==> src/rtl/dmem_responder.sv <==
// Data-memory responder for the 16-bit core's load/store port: one request at a time,
// WAIT_CYCLES wait states, held response. Optional parity storage via DMEM_PARITY_EN.
module dmem_responder #(
    parameter int DATA_W      = 16,
    parameter int ADDR_W      = 8,
    parameter int DEPTH       = 256,
    parameter int WAIT_CYCLES = 1
) (
    input  logic              clk,
    input  logic              reset,
    input  logic              req_valid,
    output logic              req_ready,
    input  logic              req_we,
    input  logic [ADDR_W-1:0] req_addr,
    input  logic [DATA_W-1:0] req_wdata,
    output logic              resp_valid,
    input  logic              resp_ready,
    output logic [DATA_W-1:0] resp_rdata,
    output logic              resp_err
);

    typedef enum logic [1:0] {IDLE, WAIT, RESP} state_t;

    state_t            state_q, state_d;
    logic [3:0]        cnt_q, cnt_d;
    logic              we_q, we_d;
    logic [ADDR_W-1:0] addr_q, addr_d;
    logic [DATA_W-1:0] wdata_q, wdata_d;
    logic [DATA_W-1:0] rdata_q, rdata_d;
    logic              err_q, err_d;

    logic [DATA_W-1:0] mem [DEPTH];

    logic              acc_we;
    logic [ADDR_W-1:0] acc_addr;
    logic [DATA_W-1:0] acc_wdata;
    logic              enter_resp;
    logic              in_range;
    logic              mem_we;
    logic [DATA_W-1:0] rd_word;
    logic              par_err;

    assign req_ready  = (state_q == IDLE) && reset;
    assign resp_valid = (state_q == RESP);
    assign resp_rdata = rdata_q;
    assign resp_err   = err_q;

    // With zero wait states the access happens on the accept edge, so it uses the live request.
    always_comb begin
        acc_we    = we_q;
        acc_addr  = addr_q;
        acc_wdata = wdata_q;
        if (state_q == IDLE) begin
            acc_we    = req_we;
            acc_addr  = req_addr;
            acc_wdata = req_wdata;
        end
    end

    assign in_range = (32'(acc_addr) < DEPTH);
    assign rd_word  = in_range ? mem[acc_addr] : '0;

`ifdef DMEM_PARITY_EN
    logic             par_mem [DEPTH];
    logic [DEPTH-1:0] parity_flip;

    assign parity_flip = '0;
    assign par_err     = in_range && ((^rd_word) != (par_mem[acc_addr] ^ parity_flip[acc_addr]));

    always_ff @(posedge clk) begin
        if (mem_we) begin
            par_mem[acc_addr] <= ^acc_wdata;
        end
    end
`else
    assign par_err = 1'b0;
`endif

    always_comb begin
        state_d    = state_q;
        cnt_d      = cnt_q;
        we_d       = we_q;
        addr_d     = addr_q;
        wdata_d    = wdata_q;
        rdata_d    = rdata_q;
        err_d      = err_q;
        enter_resp = 1'b0;
        case (state_q)
            IDLE: begin
                if (req_valid && req_ready) begin
                    we_d    = req_we;
                    addr_d  = req_addr;
                    wdata_d = req_wdata;
                    if (WAIT_CYCLES == 0) begin
                        state_d    = RESP;
                        enter_resp = 1'b1;
                    end else begin
                        state_d = WAIT;
                        cnt_d   = 4'(WAIT_CYCLES - 1);
                    end
                end
            end
            WAIT: begin
                if (cnt_q == 4'd0) begin
                    state_d    = RESP;
                    enter_resp = 1'b1;
                end else begin
                    cnt_d = cnt_q - 4'd1;
                end
            end
            RESP: begin
                if (resp_ready) begin
                    state_d = IDLE;
                end
            end
            default: state_d = IDLE;
        endcase
        if (enter_resp) begin
            rdata_d = acc_we ? '0 : rd_word;
            err_d   = !in_range || (!acc_we && par_err);
        end
    end

    // A reset on the would-be RESP edge abandons the store.
    assign mem_we = enter_resp && acc_we && in_range && reset;

    always_ff @(posedge clk) begin
        if (!reset) begin
            state_q <= IDLE;
            cnt_q   <= 4'd0;
            we_q    <= 1'b0;
            addr_q  <= '0;
            wdata_q <= '0;
            rdata_q <= '0;
            err_q   <= 1'b0;
        end else begin
            state_q <= state_d;
            cnt_q   <= cnt_d;
            we_q    <= we_d;
            addr_q  <= addr_d;
            wdata_q <= wdata_d;
            rdata_q <= rdata_d;
            err_q   <= err_d;
        end
    end

    always_ff @(posedge clk) begin
        if (mem_we) begin
            mem[acc_addr] <= acc_wdata;
        end
    end

endmodule

==> config.mk <==
export PLATFORM = sky130hd
export DESIGN_NAME = dmem_responder
export DESIGN_NICKNAME = d
export VERILOG_FILES = /design/src/rtl/dmem_responder.sv
export SDC_FILE = /design/constraint.sdc
export NUM_CORES = 2
export LEC_CHECK = 0
export ABC_AREA = 0
export BUFFER_PORTS_ARGS = -buffer_cell sky130_fd_sc_hd__buf_2
export CAP_MARGIN = 20
export CELL_PAD_IN_SITES_DETAIL_PLACEMENT = 0
export CELL_PAD_IN_SITES_GLOBAL_PLACEMENT = 1
export CORE_ASPECT_RATIO = 1.75
export CORE_MARGIN = 3
export CORE_UTILIZATION = 45
export CTS_BUF_LIST = sky130_fd_sc_hd__clkbuf_8 sky130_fd_sc_hd__clkbuf_16
export CTS_CLUSTER_SIZE = 28
export DETAILED_ROUTE_END_ITERATION = 8
export GPL_ROUTABILITY_DRIVEN = 1
export PLACE_DENSITY_LB_ADDON = 0.1
export SYNTH_ARGS = -nofsm -noshare
export SYNTH_HDL_FRONTEND = slang
export SYNTH_SLANG_ARGS = --single-unit
==> constraint.sdc <==
create_clock -name clk -period 5.5 [get_ports clk]
set_input_delay 1.1 -clock clk [delete_from_list [all_inputs] [get_ports clk]]
set_output_delay 1.1 -clock clk [all_outputs]
set_load 0.02 [all_outputs]
==> summary.md <==
| Metric | Value |
|---|---|
| Residual DRC count | 0 |
| Syn avg cell area | 17.2 sq um |
| Post-DP Area | 161000 sq um |
| Reg2reg path depth | 12 |
| First drt pass iteration count | 6 |
| Slew Limit Fails | 0 |
| Synth async-reset ratio | 0% |
| Max_cap viols | 0 |
| Pwr Density | 394 nW/um^2 |
| Synth area leader | edfxtp_1 |
| Outcome | completed |
| Die ar. | 343000 sq um |
| Worst R2R Setup Slack | 0.21 ns |
| Row Count | 280 |
| Clock Sinks | 4143 |
| Hold-critical path depth | 3 |
| Post-Syn Area | 151000 sq um |
| Crit. End Element | flop |
| Final Hold Fails | 0 |
| Post-Layout Cell Count | 14000 |
| Most common cell in the netlist | edfxtp_1 |
| Port Buf Inserts | 46 |
| Design Area, Final | 173000 sq um |
| Yosys Warn Count | 0 |
| Number of enable flip-flop cells after synthesis | 4096 |
| Routability cong. | 0.869 |
| Max clock buf depth | 4 |
| Reg2reg start | state_q[0] |
| Fin crit share | 96.2% |
| Syn Nets | 8784 |
| Wire length per cell | 36.4 microns |
| Share of cells above drive strength 1 | 15.6% |
| # setup viols final | 0 |
| Initial DRC Count | 10400 |
| Cts hold-fix bufs | 0 |
| Largest cells by area after synthesis | edfxtp_1 82%, o22ai_1 8.0%, o21ai_0 3.3% |
| Total placed cells including tap cells | 13300 |
| Slew margin rel. | 13.7% |
| Worst R2R End | resp_rdata[6] |
| Worst skew pair latency | 0.93 ns |
| CTS Root Cell | clkbuf_16 |
| ANT nets after route | 0 |
| Hold slack | 0.405 ns |
| CP endpoint | resp_rdata[6] |
| Unrepaired setup endpoints after global routing | no |
| Critical Path Start | state_q[0] |
| Die Wd | 444 microns |
| Leak Pwr | 52.9 nW |
| Setup TNS | 0 ns |
| Share of the synthesized area in the top cell type | 81.5% |
| CTS H-tree lvls | 5 |
| DR vias/cell | 6.42 |
| WS Path Type | flop to flop |
| Setup Fix Bufs, Post-CTS | 0 |
| Initial Utilization | 45.3% |
| Crit path time final | 5.29 ns |
| Grt total ovfl | 0 |
| Final Skew | 0.0540 ns |
| Area Overhead vs Synth | 14.9% |
| Post-synth top cells | 4096 x edfxtp_1, 1920 x o22ai_1, 982 x o21ai_0 |
| CTS Buf Count | 374 |
| First-pass GRT wire length | 707 mm |
| Worst VDD drop | 0.000261 V |
| Mapped Cells | 8753 |
| Initial antenna violation count | 28 |
| Vias | 89900 |
| TritonCTS clock tree | yes |
| Sequential fraction of the synthesis area | 82.1% |
| Fin util | 52.0% |
| Post-cts gate resize count | 0 |
| Gr usage total | 29.2% |
| IO Pins | 48 |
| FILL cells | 27000 |
| WP data required | 6.36 ns |
| Clk slew on worst S/H paths | 0.06 ns |
| Vert. Die Dim | 772 microns |
| Core ar. | 333000 sq um |
| Slew @ Worst Pin | 1.28 ns |
| Critical path launch point type | flop |
| Yosys reg bits | 4143 |
| # nets final | 9336 |
| CP Max Fanout | 38 |
| Most used DFF post-synth | edfxtp_1 |
| Worst EP arrival | 6.15 ns |
| Total routed wirelength | 510 mm |
| Worst Hold Class | input port to flop |
| Vias in the first global route | 89100 |
| FMAX | 189 MHz |
| Largest net degree at the start of global routing | 188 |
| Post-DP HPWL | 310 mm |
| Yosys cell types | 51 |
## metrics by stage
step / setup slack, ns / power, mW
final: 0.209 / 68.4
after CTS: 0.151 / 68.7
after global placement: -0.367 / 42.3
after floorplan: 0.144 / 39.5
after detailed placement: -0.0330 / 42.4
after global routing: 0.136 / 70.2
## placed cells by master (no fill, tap or decap), drive strengths merged, types with 20 or more instances in the layout
| master | synthesis | final |
|---|---|---|
| a21oi | 67 | 67 |
| a22oi | 128 | 128 |
| a41oi | 239 | 239 |
| buf | 440 | 823 |
| bufinv | 0 | 46 |
| clkbuf | 207 | 392 |
| clkinv | 0 | 162 |
| dfxtp | 47 | 47 |
| diode | 0 | 20 |
| edfxtp | 4096 | 4096 |
| inv | 9 | 75 |
| nand2 | 143 | 143 |
| nor2 | 267 | 267 |
| o21ai | 1004 | 1004 |
| o22ai | 1920 | 1920 |
| o41ai | 61 | 61 |
## kinds of logic after synthesis
family | Yosys count | synth area share, %
AOI/OAI and AO/OA | 3450 | 14.1
and+or+nand+nor | 493 | 1.36
muxes | 5 | 0.0406
DFF | 4143 | 82.1
xor gates and xnor gates | 3 | 0.0174
adders and majority gates | 2 | 0.0166
buffers and inverters | 656 | 2.35
other | 1 | 0.00249
## final cells by class
| type | instances | area, sq um | share of cell area, % |
|---|---|---|---|
| inverters | 9 | 33.8 | 0.0195 |
| diodes | 20 | 50.0 | 0.0289 |
| well taps | 4371 | 5470 | 3.15 |
| clock buffers | 392 | 9730 | 5.61 |
| multi-input cells | 3954 | 24100 | 13.9 |
| flip-flops and latches | 4143 | 124000 | 71.5 |
| repair buffers | 823 | 7500 | 4.32 |
| clock inverters | 287 | 2550 | 1.47 |
## flip-flops by register name, summed over array words and instances, names as in the netlist
register    flops
mem          4096
resp_rdata     16
wdata_q        16
addr_q          8
cnt_q           4
state_q         2
we_q            1
## per-layer routing
metal  up-vias  track usage, %  routed length, microns
li1      37800               -                       -
met1     47500            36.3                  190000
met5         -               0                      89
met2      3823            49.7                  256000
met4        12            15.9                   31700
met3       798            3.79                   32300
## how the worst min path moves through the flow
| stage | start | endpoint | slack [ns] |
|---|---|---|---|
| 3_3_place_gp | wdata_q[14] | wdata_q[14] | 0.45 |
| 4_1_cts | req_wdata[0] | wdata_q[0] | 0.33 |
| 5_1_grt | req_wdata[12] | wdata_q[12] | 0.39 |
| 6_report | req_wdata[0] | wdata_q[0] | 0.40 |
| 2_1_floorplan | wdata_q[0] | wdata_q[0] | 0.44 |
| 3_5_place_dp | wdata_q[13] | wdata_q[13] | 0.45 |
## power by group
group / total (mW) / internal (mW) / switching (mW) / leakage, nW
Clock: 26.6 / 15.0 / 11.7 / 6.25
Combinational: 6.32 / 1.57 / 4.76 / 9.36
Sequential: 35.4 / 35.4 / 0.0409 / 37.3
Total: 68.4 / 51.9 / 16.5 / 52.9
## critical path: stages (launching register included)
cell and delay (ns):
dfxtp_1 0.44, or2_2 0.74, mux2_8 0.67, buf_12 0.29, buf_4 0.30, o22ai_1 0.11
o21ai_0 0.46, a41oi_1 0.51, o41ai_1 0.91, buf_4 0.24, and3_1 0.20, a32oi_1 0.11
nor2b_1 0.14
No activity file was read; power rests on OpenSTA's default activity.
